$ cat config.mk
export PLATFORM = sky130hd
export DESIGN_NAME = grf_hazard_ctrl
export DESIGN_NICKNAME = d
export VERILOG_FILES = /design/src/rtl/grf_hazard_ctrl_pkg.sv /design/src/rtl/grf_hazard_cmp.sv /design/src/rtl/grf_hazard_ctrl.sv
export SDC_FILE = /design/constraint.sdc
export NUM_CORES = 1
export LEC_CHECK = 0
export ABC_AREA = 1
export CORE_MARGIN = 1.5
export CORE_UTILIZATION = 49
export CTS_CLUSTER_SIZE = 10
export DETAILED_ROUTE_END_ITERATION = 7
export GPL_TIMING_DRIVEN = 1
export PLACE_DENSITY = 0.87
export SLEW_MARGIN = 30
export SYNTH_ARGS = -nofsm -noshare
export SYNTH_HDL_FRONTEND = slang
export SYNTH_HIERARCHICAL = 1
export SYNTH_SLANG_ARGS = --single-unit
$ cat constraint.sdc
create_clock -name clk -period 1.3 [get_ports clk]
set_input_delay 0.13 -clock clk [delete_from_list [all_inputs] [get_ports clk]]
set_output_delay 0.13 -clock clk [all_outputs]
set_load 0.005 [all_outputs]
$ cat src/rtl/grf_hazard_ctrl_pkg.sv
// Shared definitions for the GRF hazard scheduler: forwarding select codes,
// Tuse/Tnew encodings, MDU latency defaults, producer record type and the
// Tnew ageing helper.
package grf_hazard_ctrl_pkg;

    localparam int unsigned REG_W  = 5;
    localparam int unsigned TIME_W = 2;
    localparam int unsigned SEL_W  = 2;

    // D-side operand selects
    localparam logic [SEL_W-1:0] FWD_GRF   = 2'd0;
    localparam logic [SEL_W-1:0] FWD_E     = 2'd1;
    localparam logic [SEL_W-1:0] FWD_M     = 2'd2;
    // E-side operand selects (0 = value already latched in the E register)
    localparam logic [SEL_W-1:0] FWD_E_REG = 2'd0;
    localparam logic [SEL_W-1:0] FWD_E_M   = 2'd1;
    localparam logic [SEL_W-1:0] FWD_W     = 2'd2;

    // Cycles until an operand is consumed, counted from D
    localparam logic [TIME_W-1:0] TUSE_D = 2'd0;
    localparam logic [TIME_W-1:0] TUSE_E = 2'd1;
    localparam logic [TIME_W-1:0] TUSE_M = 2'd2;

    // Cycles until a result exists, counted from entry into E
    localparam logic [TIME_W-1:0] TNEW_READY = 2'd0;
    localparam logic [TIME_W-1:0] TNEW_ALU   = 2'd1;
    localparam logic [TIME_W-1:0] TNEW_LOAD  = 2'd2;

    localparam int unsigned MULT_CYC_DEF = 5;
    localparam int unsigned DIV_CYC_DEF  = 10;

    // One pending GRF write as it moves down the pipe
    typedef struct packed {
        logic [REG_W-1:0]  a3;
        logic              we;
        logic [TIME_W-1:0] tnew;
    } prod_t;

    // Saturating one-stage ageing of a Tnew value
    function automatic logic [TIME_W-1:0] tnew_age(input logic [TIME_W-1:0] t);
        return (t == TNEW_READY) ? TNEW_READY : t - TIME_W'(1);
    endfunction

endpackage

$ cat src/rtl/grf_hazard_cmp.sv
// Per-source hazard comparator. Checks one source register against a younger
// ("near") and an older ("far") producer record and returns a stall request
// and a forwarding select (0 = none, 1 = near, 2 = far; near wins).
// Forwarding and the Tnew/Tuse stall rule exist only when GRF_HAZARD_FWD_EN
// is defined; otherwise any pending write to the source stalls and the
// select stays 0.
//   src/src_used/tuse        source index, whether it is read, when it is read
//   near_*/far_*             producer records {a3, we, tnew}
//   stall                    source must wait
//   fwd_sel                  operand select
module grf_hazard_cmp
    import grf_hazard_ctrl_pkg::*;
#(
    // Far producer has its result already (W stage), ignore its Tnew for forwarding
    parameter bit FAR_ALWAYS_READY = 1'b0
) (
    input  logic [4:0] src,
    input  logic       src_used,
    input  logic [1:0] tuse,
    input  logic [4:0] near_a3,
    input  logic       near_we,
    input  logic [1:0] near_tnew,
    input  logic [4:0] far_a3,
    input  logic       far_we,
    input  logic [1:0] far_tnew,
    output logic       stall,
    output logic [1:0] fwd_sel
);

    logic near_match;
    logic far_match;

    // Writes to $0 never match because src is required to be nonzero
    always_comb begin
        near_match = (src != REG_W'(0)) && near_we && (near_a3 == src);
        far_match  = (src != REG_W'(0)) && far_we  && (far_a3  == src);
    end

`ifdef GRF_HAZARD_FWD_EN
    logic far_ready;
    assign far_ready = FAR_ALWAYS_READY || (far_tnew == TNEW_READY);

    always_comb begin
        stall   = src_used && ((near_match && (near_tnew > tuse)) ||
                               (far_match  && (far_tnew  > tuse)));
        fwd_sel = FWD_GRF;
        if (near_match && (near_tnew == TNEW_READY)) begin
            fwd_sel = 2'd1;
        end else if (far_match && far_ready) begin
            fwd_sel = 2'd2;
        end
    end
`else
    // Without forwarding the operand waits until the producer reaches W
    logic unused_timing;
    assign unused_timing = ^{tuse, near_tnew, far_tnew, FAR_ALWAYS_READY};

    always_comb begin
        stall   = src_used && (near_match || far_match);
        fwd_sel = FWD_GRF;
    end
`endif

endmodule

$ cat src/rtl/grf_hazard_ctrl.sv
// GRF hazard scheduler for the 5-stage MIPS core. Keeps E/M/W producer
// records (Tnew scoreboard), raises the D-stage stall, generates D-side and
// E-side forwarding selects and times the mult/div busy window.
// Optional feature macro: GRF_HAZARD_FWD_EN (forwarding + Tnew/Tuse stall);
// undefined, all fwd_* are 0 and any pending E/M write to a source stalls.
//   clk, reset            clock, synchronous active-high reset
//   flush                 cancel instructions in E and M
//   rs_d/rt_d, *_use_d    D sources and whether they are read
//   *_tuse_d              when each source is needed
//   a3_d/we_d/tnew_d      D destination and its Tnew
//   md_d                  D instruction uses the MDU
//   md_start_e/md_div_e   E starts mult (0) or div (1)
//   stall                 freeze PC/D, bubble into E
//   fwd_rs_d/fwd_rt_d     D operand selects (0 GRF, 1 E, 2 M)
//   fwd_rs_e/fwd_rt_e     E operand selects (0 E reg, 1 M, 2 W)
//   md_busy               MDU busy
module grf_hazard_ctrl
    import grf_hazard_ctrl_pkg::*;
#(
    parameter int unsigned MULT_CYC = MULT_CYC_DEF,
    parameter int unsigned DIV_CYC  = DIV_CYC_DEF
) (
    input  logic       clk,
    input  logic       reset,
    input  logic       flush,
    input  logic [4:0] rs_d,
    input  logic [4:0] rt_d,
    input  logic       rs_use_d,
    input  logic       rt_use_d,
    input  logic [1:0] rs_tuse_d,
    input  logic [1:0] rt_tuse_d,
    input  logic [4:0] a3_d,
    input  logic       we_d,
    input  logic [1:0] tnew_d,
    input  logic       md_d,
    input  logic       md_start_e,
    input  logic       md_div_e,
    output logic       stall,
    output logic [1:0] fwd_rs_d,
    output logic [1:0] fwd_rt_d,
    output logic [1:0] fwd_rs_e,
    output logic [1:0] fwd_rt_e,
    output logic       md_busy
);

    localparam int unsigned CNT_MAX = (MULT_CYC > DIV_CYC) ? MULT_CYC : DIV_CYC;
    localparam int unsigned CNT_W   = $clog2(CNT_MAX + 1);

    prod_t             e_prod;
    prod_t             m_prod;
    prod_t             w_prod;
    logic [REG_W-1:0]  e_rs;
    logic [REG_W-1:0]  e_rt;
    logic [CNT_W-1:0]  md_cnt;

    logic              stall_rs;
    logic              stall_rt;
    logic [1:0]        e_stall_unused;

    // Producer records: W always takes M, flush beats stall for E and M
    always_ff @(posedge clk) begin
        if (reset) begin
            e_prod <= '0;
            m_prod <= '0;
            w_prod <= '0;
            e_rs   <= '0;
            e_rt   <= '0;
        end else begin
            w_prod <= m_prod;
            if (flush) begin
                e_prod <= '0;
                m_prod <= '0;
                e_rs   <= '0;
                e_rt   <= '0;
            end else begin
                m_prod.a3   <= e_prod.a3;
                m_prod.we   <= e_prod.we;
                m_prod.tnew <= tnew_age(e_prod.tnew);
                if (stall) begin
                    e_prod <= '0;
                    e_rs   <= '0;
                    e_rt   <= '0;
                end else begin
                    e_prod.a3   <= a3_d;
                    e_prod.we   <= we_d;
                    e_prod.tnew <= tnew_d;
                    e_rs        <= rs_d;
                    e_rt        <= rt_d;
                end
            end
        end
    end

    // MDU busy counter; a start reloads it, flush leaves it running
    always_ff @(posedge clk) begin
        if (reset) begin
            md_cnt <= '0;
        end else if (md_start_e) begin
            md_cnt <= md_div_e ? CNT_W'(DIV_CYC) : CNT_W'(MULT_CYC);
        end else if (md_cnt != '0) begin
            md_cnt <= md_cnt - CNT_W'(1);
        end
    end

    assign md_busy = md_start_e || (md_cnt != '0);

    // D sources against E (near) and M (far)
    grf_hazard_cmp #(.FAR_ALWAYS_READY(1'b0)) u_cmp_rs_d (
        .src       (rs_d),
        .src_used  (rs_use_d),
        .tuse      (rs_tuse_d),
        .near_a3   (e_prod.a3),
        .near_we   (e_prod.we),
        .near_tnew (e_prod.tnew),
        .far_a3    (m_prod.a3),
        .far_we    (m_prod.we),
        .far_tnew  (m_prod.tnew),
        .stall     (stall_rs),
        .fwd_sel   (fwd_rs_d)
    );

    grf_hazard_cmp #(.FAR_ALWAYS_READY(1'b0)) u_cmp_rt_d (
        .src       (rt_d),
        .src_used  (rt_use_d),
        .tuse      (rt_tuse_d),
        .near_a3   (e_prod.a3),
        .near_we   (e_prod.we),
        .near_tnew (e_prod.tnew),
        .far_a3    (m_prod.a3),
        .far_we    (m_prod.we),
        .far_tnew  (m_prod.tnew),
        .stall     (stall_rt),
        .fwd_sel   (fwd_rt_d)
    );

    // E sources against M (near) and W (far); only the selects are used
    grf_hazard_cmp #(.FAR_ALWAYS_READY(1'b1)) u_cmp_rs_e (
        .src       (e_rs),
        .src_used  (1'b1),
        .tuse      (TUSE_D),
        .near_a3   (m_prod.a3),
        .near_we   (m_prod.we),
        .near_tnew (m_prod.tnew),
        .far_a3    (w_prod.a3),
        .far_we    (w_prod.we),
        .far_tnew  (w_prod.tnew),
        .stall     (e_stall_unused[0]),
        .fwd_sel   (fwd_rs_e)
    );

    grf_hazard_cmp #(.FAR_ALWAYS_READY(1'b1)) u_cmp_rt_e (
        .src       (e_rt),
        .src_used  (1'b1),
        .tuse      (TUSE_D),
        .near_a3   (m_prod.a3),
        .near_we   (m_prod.we),
        .near_tnew (m_prod.tnew),
        .far_a3    (w_prod.a3),
        .far_we    (w_prod.we),
        .far_tnew  (w_prod.tnew),
        .stall     (e_stall_unused[1]),
        .fwd_sel   (fwd_rt_e)
    );

    assign stall = stall_rs || stall_rt || (md_d && md_busy);

endmodule

## Word-level counts from Yosys, hierarchy flattened

Cells that the tools add are included.
Widths: inputs -> output; s select.

- Bits in registers: 16
- Latch bits: 0
- RAM bits: 0
- Bits in read-only memories: 0
- Bits of input ports: 30
- Output and inout port bits: 10
- Logic and storage cells: 35
- Memories: 0

- Add/subtract/negate cells: 1
- Multiply operators: 0
- Div/mod/pow operators: 0
- Order comparisons: 0
- Equality and inequality tests: 4
- Shift-type cells: 0
- Mux-type cells: 3
- Bitwise logic cells: 0
- Reduce and logical (&&, ||, !) cells: 22

Operator list:

| kind | count |
|---|---|
| $eq 5x5->1 | 4 |
| $mux 4 | 3 |
| $logic_and 1x1->1 | 11 |
| $reduce_bool 5->1 | 2 |
| $logic_or 1x1->1 | 5 |
| $reduce_bool 4->1 | 1 |
| $sub 4x1->4 const B | 1 |
| $reduce_or 3->1 | 1 |
| $reduce_bool 2->1 | 1 |
| $reduce_or 2->1 | 1 |

## Logic depth before layout (Yosys ltp)

- Word-level depth: 8
- Depth in mapped cells: 10
- Gate-level depth less buffers: 9

## Hierarchy

Netlist, hierarchy kept.

Modules (own cells, without submodules):

| module | instances | cells an instance | area an instance (um^2) | sequential area each (um^2) |
|---|---|---|---|---|
| grf_hazard_ctrl | 1 | 151 | 1361.3 | 760.7 |
| grf_hazard_cmp | 4 | 55 | 224.0 | 0.0 |

## Worst setup path after synthesis

No wires, ideal clock.

- Kind: reg2reg
- Start point: reg m_prod[5] (netlist name)
- End point: reg, netlist name e_prod[0]
- Setup time: 61 ps
- Arrival time: 1304 ps
- Required time: 1239 ps
- Setup slack: -64 ps
- Cell stages (with the launch flop): 10
- Buffers on the path: 1
- Period minus slack after synthesis: 1364 ps
- Path through: dfxtp_1 > nand2_1 > o21ai_0 > nor2_1 > nand3_1 > a21oi_1 > nor2_1 > nand3_4 > buf_12 > nor2_4

RTL lines:

| item | RTL line | RTL |
|---|---|---|
| from (decl) | grf_hazard_ctrl.sv:50 | `prod_t m_prod;` |

## Final worst setup path

- Start point: reg e_prod[3] (netlist name)
- End point: out stall

- Longest elaborated chain between the ends: 6
- Elaborated cells between the ends (all ways): 10
- Those cells by class: eq/ne: 2; reduce/logical: 8

RTL lines:

| item | RTL line | RTL |
|---|---|---|
| from (decl) | grf_hazard_ctrl.sv:49 | `prod_t e_prod;` |
| $eq 5x5->1 | grf_hazard_cmp.sv:35 | `near_match = (src != REG_W'(0)) && near_we && (near_a3 == src);` |
| $logic_and 1x1->1 | grf_hazard_cmp.sv:35 |  |
| $logic_or 1x1->1 | grf_hazard_cmp.sv:59 | `stall = src_used && (near_match \|\| far_match);` |
| $logic_and 1x1->1 | grf_hazard_cmp.sv:59 |  |
| named net stall_rs | grf_hazard_ctrl.sv:56 | `logic stall_rs;` |
| $logic_or 1x1->1 (2 in series) | grf_hazard_ctrl.sv:165 | `assign stall = stall_rs \|\| stall_rt \|\| (md_d && md_busy);` |
| to (decl) | grf_hazard_ctrl.sv:38 | `output logic stall,` |

The timed path passes the listed nets, and every way through them passes these cells.

==> impl_metrics.env <==
export IMPL_grt_first_pass_wirelength_um=3950
export IMPL_p_int_uw=802
export IMPL_syn2layout_area_growth_pct=31.2
export IMPL_clock_latency_ns=0.29
export IMPL_switching_power_uw=354
export IMPL_crit_top_cell="nand2_1"
export IMPL_gp_congestion=0.863
export IMPL_grt_pass1_vias=1038
export IMPL_cts_path_max_buffers=2
export IMPL_cp_start_kind="flop"
export IMPL_holdBufCountCts=0
export IMPL_place_area_um2=1440
export IMPL_cts_buffers_inserted=3
export IMPL_critPathRequiredTime_ns=1.17
export IMPL_ir_drop_mv=0.663
export IMPL_crit_path_end_kind="output pin"
export IMPL_drcViolationCount=0
export IMPL_slowest_stage="dfxtp_2"
export IMPL_h_tree_depth=1
export IMPL_drt_wirelength_per_cell_um=8.78
export IMPL_avgSynthCellArea_um2=5.93
export IMPL_power_frac_comb_pct=31.6
export IMPL_numPortBuffers=25
export IMPL_coreArea_um2=2230
export IMPL_clk_pin_slew_ns=0.08
export IMPL_violations="negative setup slack"
export IMPL_total_power_mw=1.16
export IMPL_first_iter_violations=28
export IMPL_hold_path_class="in -> reg"
export IMPL_num_nets_final=264
export IMPL_n_fill_cell=201
export IMPL_clock_fmax_mhz=650
export IMPL_status="finished, violations left"
export IMPL_finClkSkew_ns=0.00435
export IMPL_cts_root_buf="clkbuf_4"
export IMPL_finalSetupViolCount=7
export IMPL_first_pass_iters=4
export IMPL_slowest_delay_ns=0.37
export IMPL_postSynthCellCount=198
export IMPL_rows=17
export IMPL_crit_path_max_fanout=5
export IMPL_cts_tree="done"
export IMPL_grt_max_degree=9
export IMPL_p_sw_share_pct=30.6
export IMPL_fin_util_pct=69.0
export IMPL_syn_area_um2=1170
export IMPL_critPathTopFamily="simple AND/OR/NAND/NOR gates"
export IMPL_worst_slack_ns=-0.240
export IMPL_fin_area_um2=1540
export IMPL_dpl_hpwl_um=1740
export IMPL_via_per_inst=4.50
export IMPL_fin_crit_sh_pct=118
export IMPL_arrival_ns=1.41
export IMPL_grt_usage_pct=19.4
export IMPL_initial_core_util_pct=52.5
export IMPL_clock_sinks=16
export IMPL_seqPwrFrac_pct=46.6
export IMPL_antenna_left=0
export IMPL_power_leakage_nw=0.752
export IMPL_clkPwrFrac_pct=21.8
export IMPL_rsz0062_at_grt="true"
export IMPL_fp_dieArea_um2=2700
export IMPL_hold_viol_final=0
export IMPL_ys_warn_count=6
export IMPL_io_pins=40
export IMPL_wl_um=2270
export IMPL_fp_dieH_um=51.9
export IMPL_power_density_nw_per_um2=751
export IMPL_vias=1161
export IMPL_grt_ovfl_total=0
export IMPL_critical_path_class="reg -> out"
export IMPL_antenna_found_initial=0
export IMPL_period_needed_ns=1.54
export IMPL_slew_violations=0
export IMPL_die_w_um=51.9
export IMPL_path_cells="inv_1, nand2_1, nand2_1, nor2_1, nand3_1, a21oi_2, nor2_4, nand2_1, buf_2"
export IMPL_drive_gt1_share_pct=24.8
export IMPL_drv_cap=0
export IMPL_path_buf_inv=2
export IMPL_diodes=0
==> power groups by stage <==
| stage | registers [mW] | clock network (mW) | logic [mW] |
|---|---|---|---|
| after global routing | 0.543 | 0.279 | 0.417 |
| after floorplan | 0.546 | 0 | 0.213 |
| after detailed placement | 0.551 | 0 | 0.345 |
| after global placement | 0.550 | 0 | 0.340 |
| after CTS | 0.543 | 0.262 | 0.354 |
| final | 0.539 | 0.252 | 0.365 |
==> worst register-to-register path: cells and delay by family, from the launching register on <==
family,cells,cell delay (ns)
and+or+nand+nor,7,0.56
buffers and inverters,3,0.29
AOI/OAI and AO/OA,1,0.18
DFF,1,0.37
==> final timing paths <==
path | startpoint | endpoint | slack, ns | depth (start not counted)
max | e_prod[3]$_SDFF_PP0_ | stall | -0.24 | 9
max reg2reg | e_prod[3]$_SDFF_PP0_ | e_prod[2]$_SDFF_PP0_ | -0.20 | 11
min reg2reg | e_prod[7]$_SDFF_PP0_ | m_prod[7]$_SDFF_PP0_ | 0.46 | 2
min | a3_d[4] | e_prod[7]$_SDFF_PP0_ | 0.37 | 3
==> stage by stage <==
step	std cells	hold slack, ns	setup slack [ns]	TNS [ns]
floorplan	202	0.242	0.0961	0
global placement	252	0.441	-0.689	-3.21
detailed placement	252	0.449	-0.653	-3.08
CTS	256	0.356	-0.209	-0.209
global route	258	0.398	-0.340	-1.96
finish	258	0.371	-0.240	-1.29
==> cells in the final DEF, fill, tap and decap left out, types with 7 or more instances in the layout <==
cell / instances
nand2_1: 57
inv_1: 33
nor2_1: 28
inv_2: 14
clkdlybuf4s50_1: 14
buf_4: 9
dfxtp_2: 8
dlygate4sd2_1: 8
conb_1: 8
nor2_4: 7
==> cell type report <==
cell class | count | area (um2) | area share [%]
multi-input cells | 129 | 643 | 41.8
inverters | 47 | 176 | 11.5
flip-flops and latches | 16 | 345 | 22.4
repair buffers | 35 | 318 | 20.6
well taps | 28 | 35.0 | 2.27
clock buffers | 3 | 22.5 | 1.46
==> registers in the layout (all words and copies together) (netlist names) <==
name / count
e_prod: 6
m_prod: 6
md_cnt: 4
==> per-layer routing <==
metal / vias to the layer above / wire, um / track usage (%)
li1: 619 / - / -
met2: 30 / 1020 / 31.6
met3: 7 / 118 / 3.74
met1: 505 / 1080 / 23.8
met5: - / 0 / 0
met4: 0 / 50 / 10.5
==> what timing repair did <==
action | 4_1_cts | 5_1_grt
buffers inserted | 1 | 2
pin swaps | 10 | 7
gates resized for setup | 46 | 15
setup endpoints to repair | 8 | 9
(Power assumes the default switching activity.)
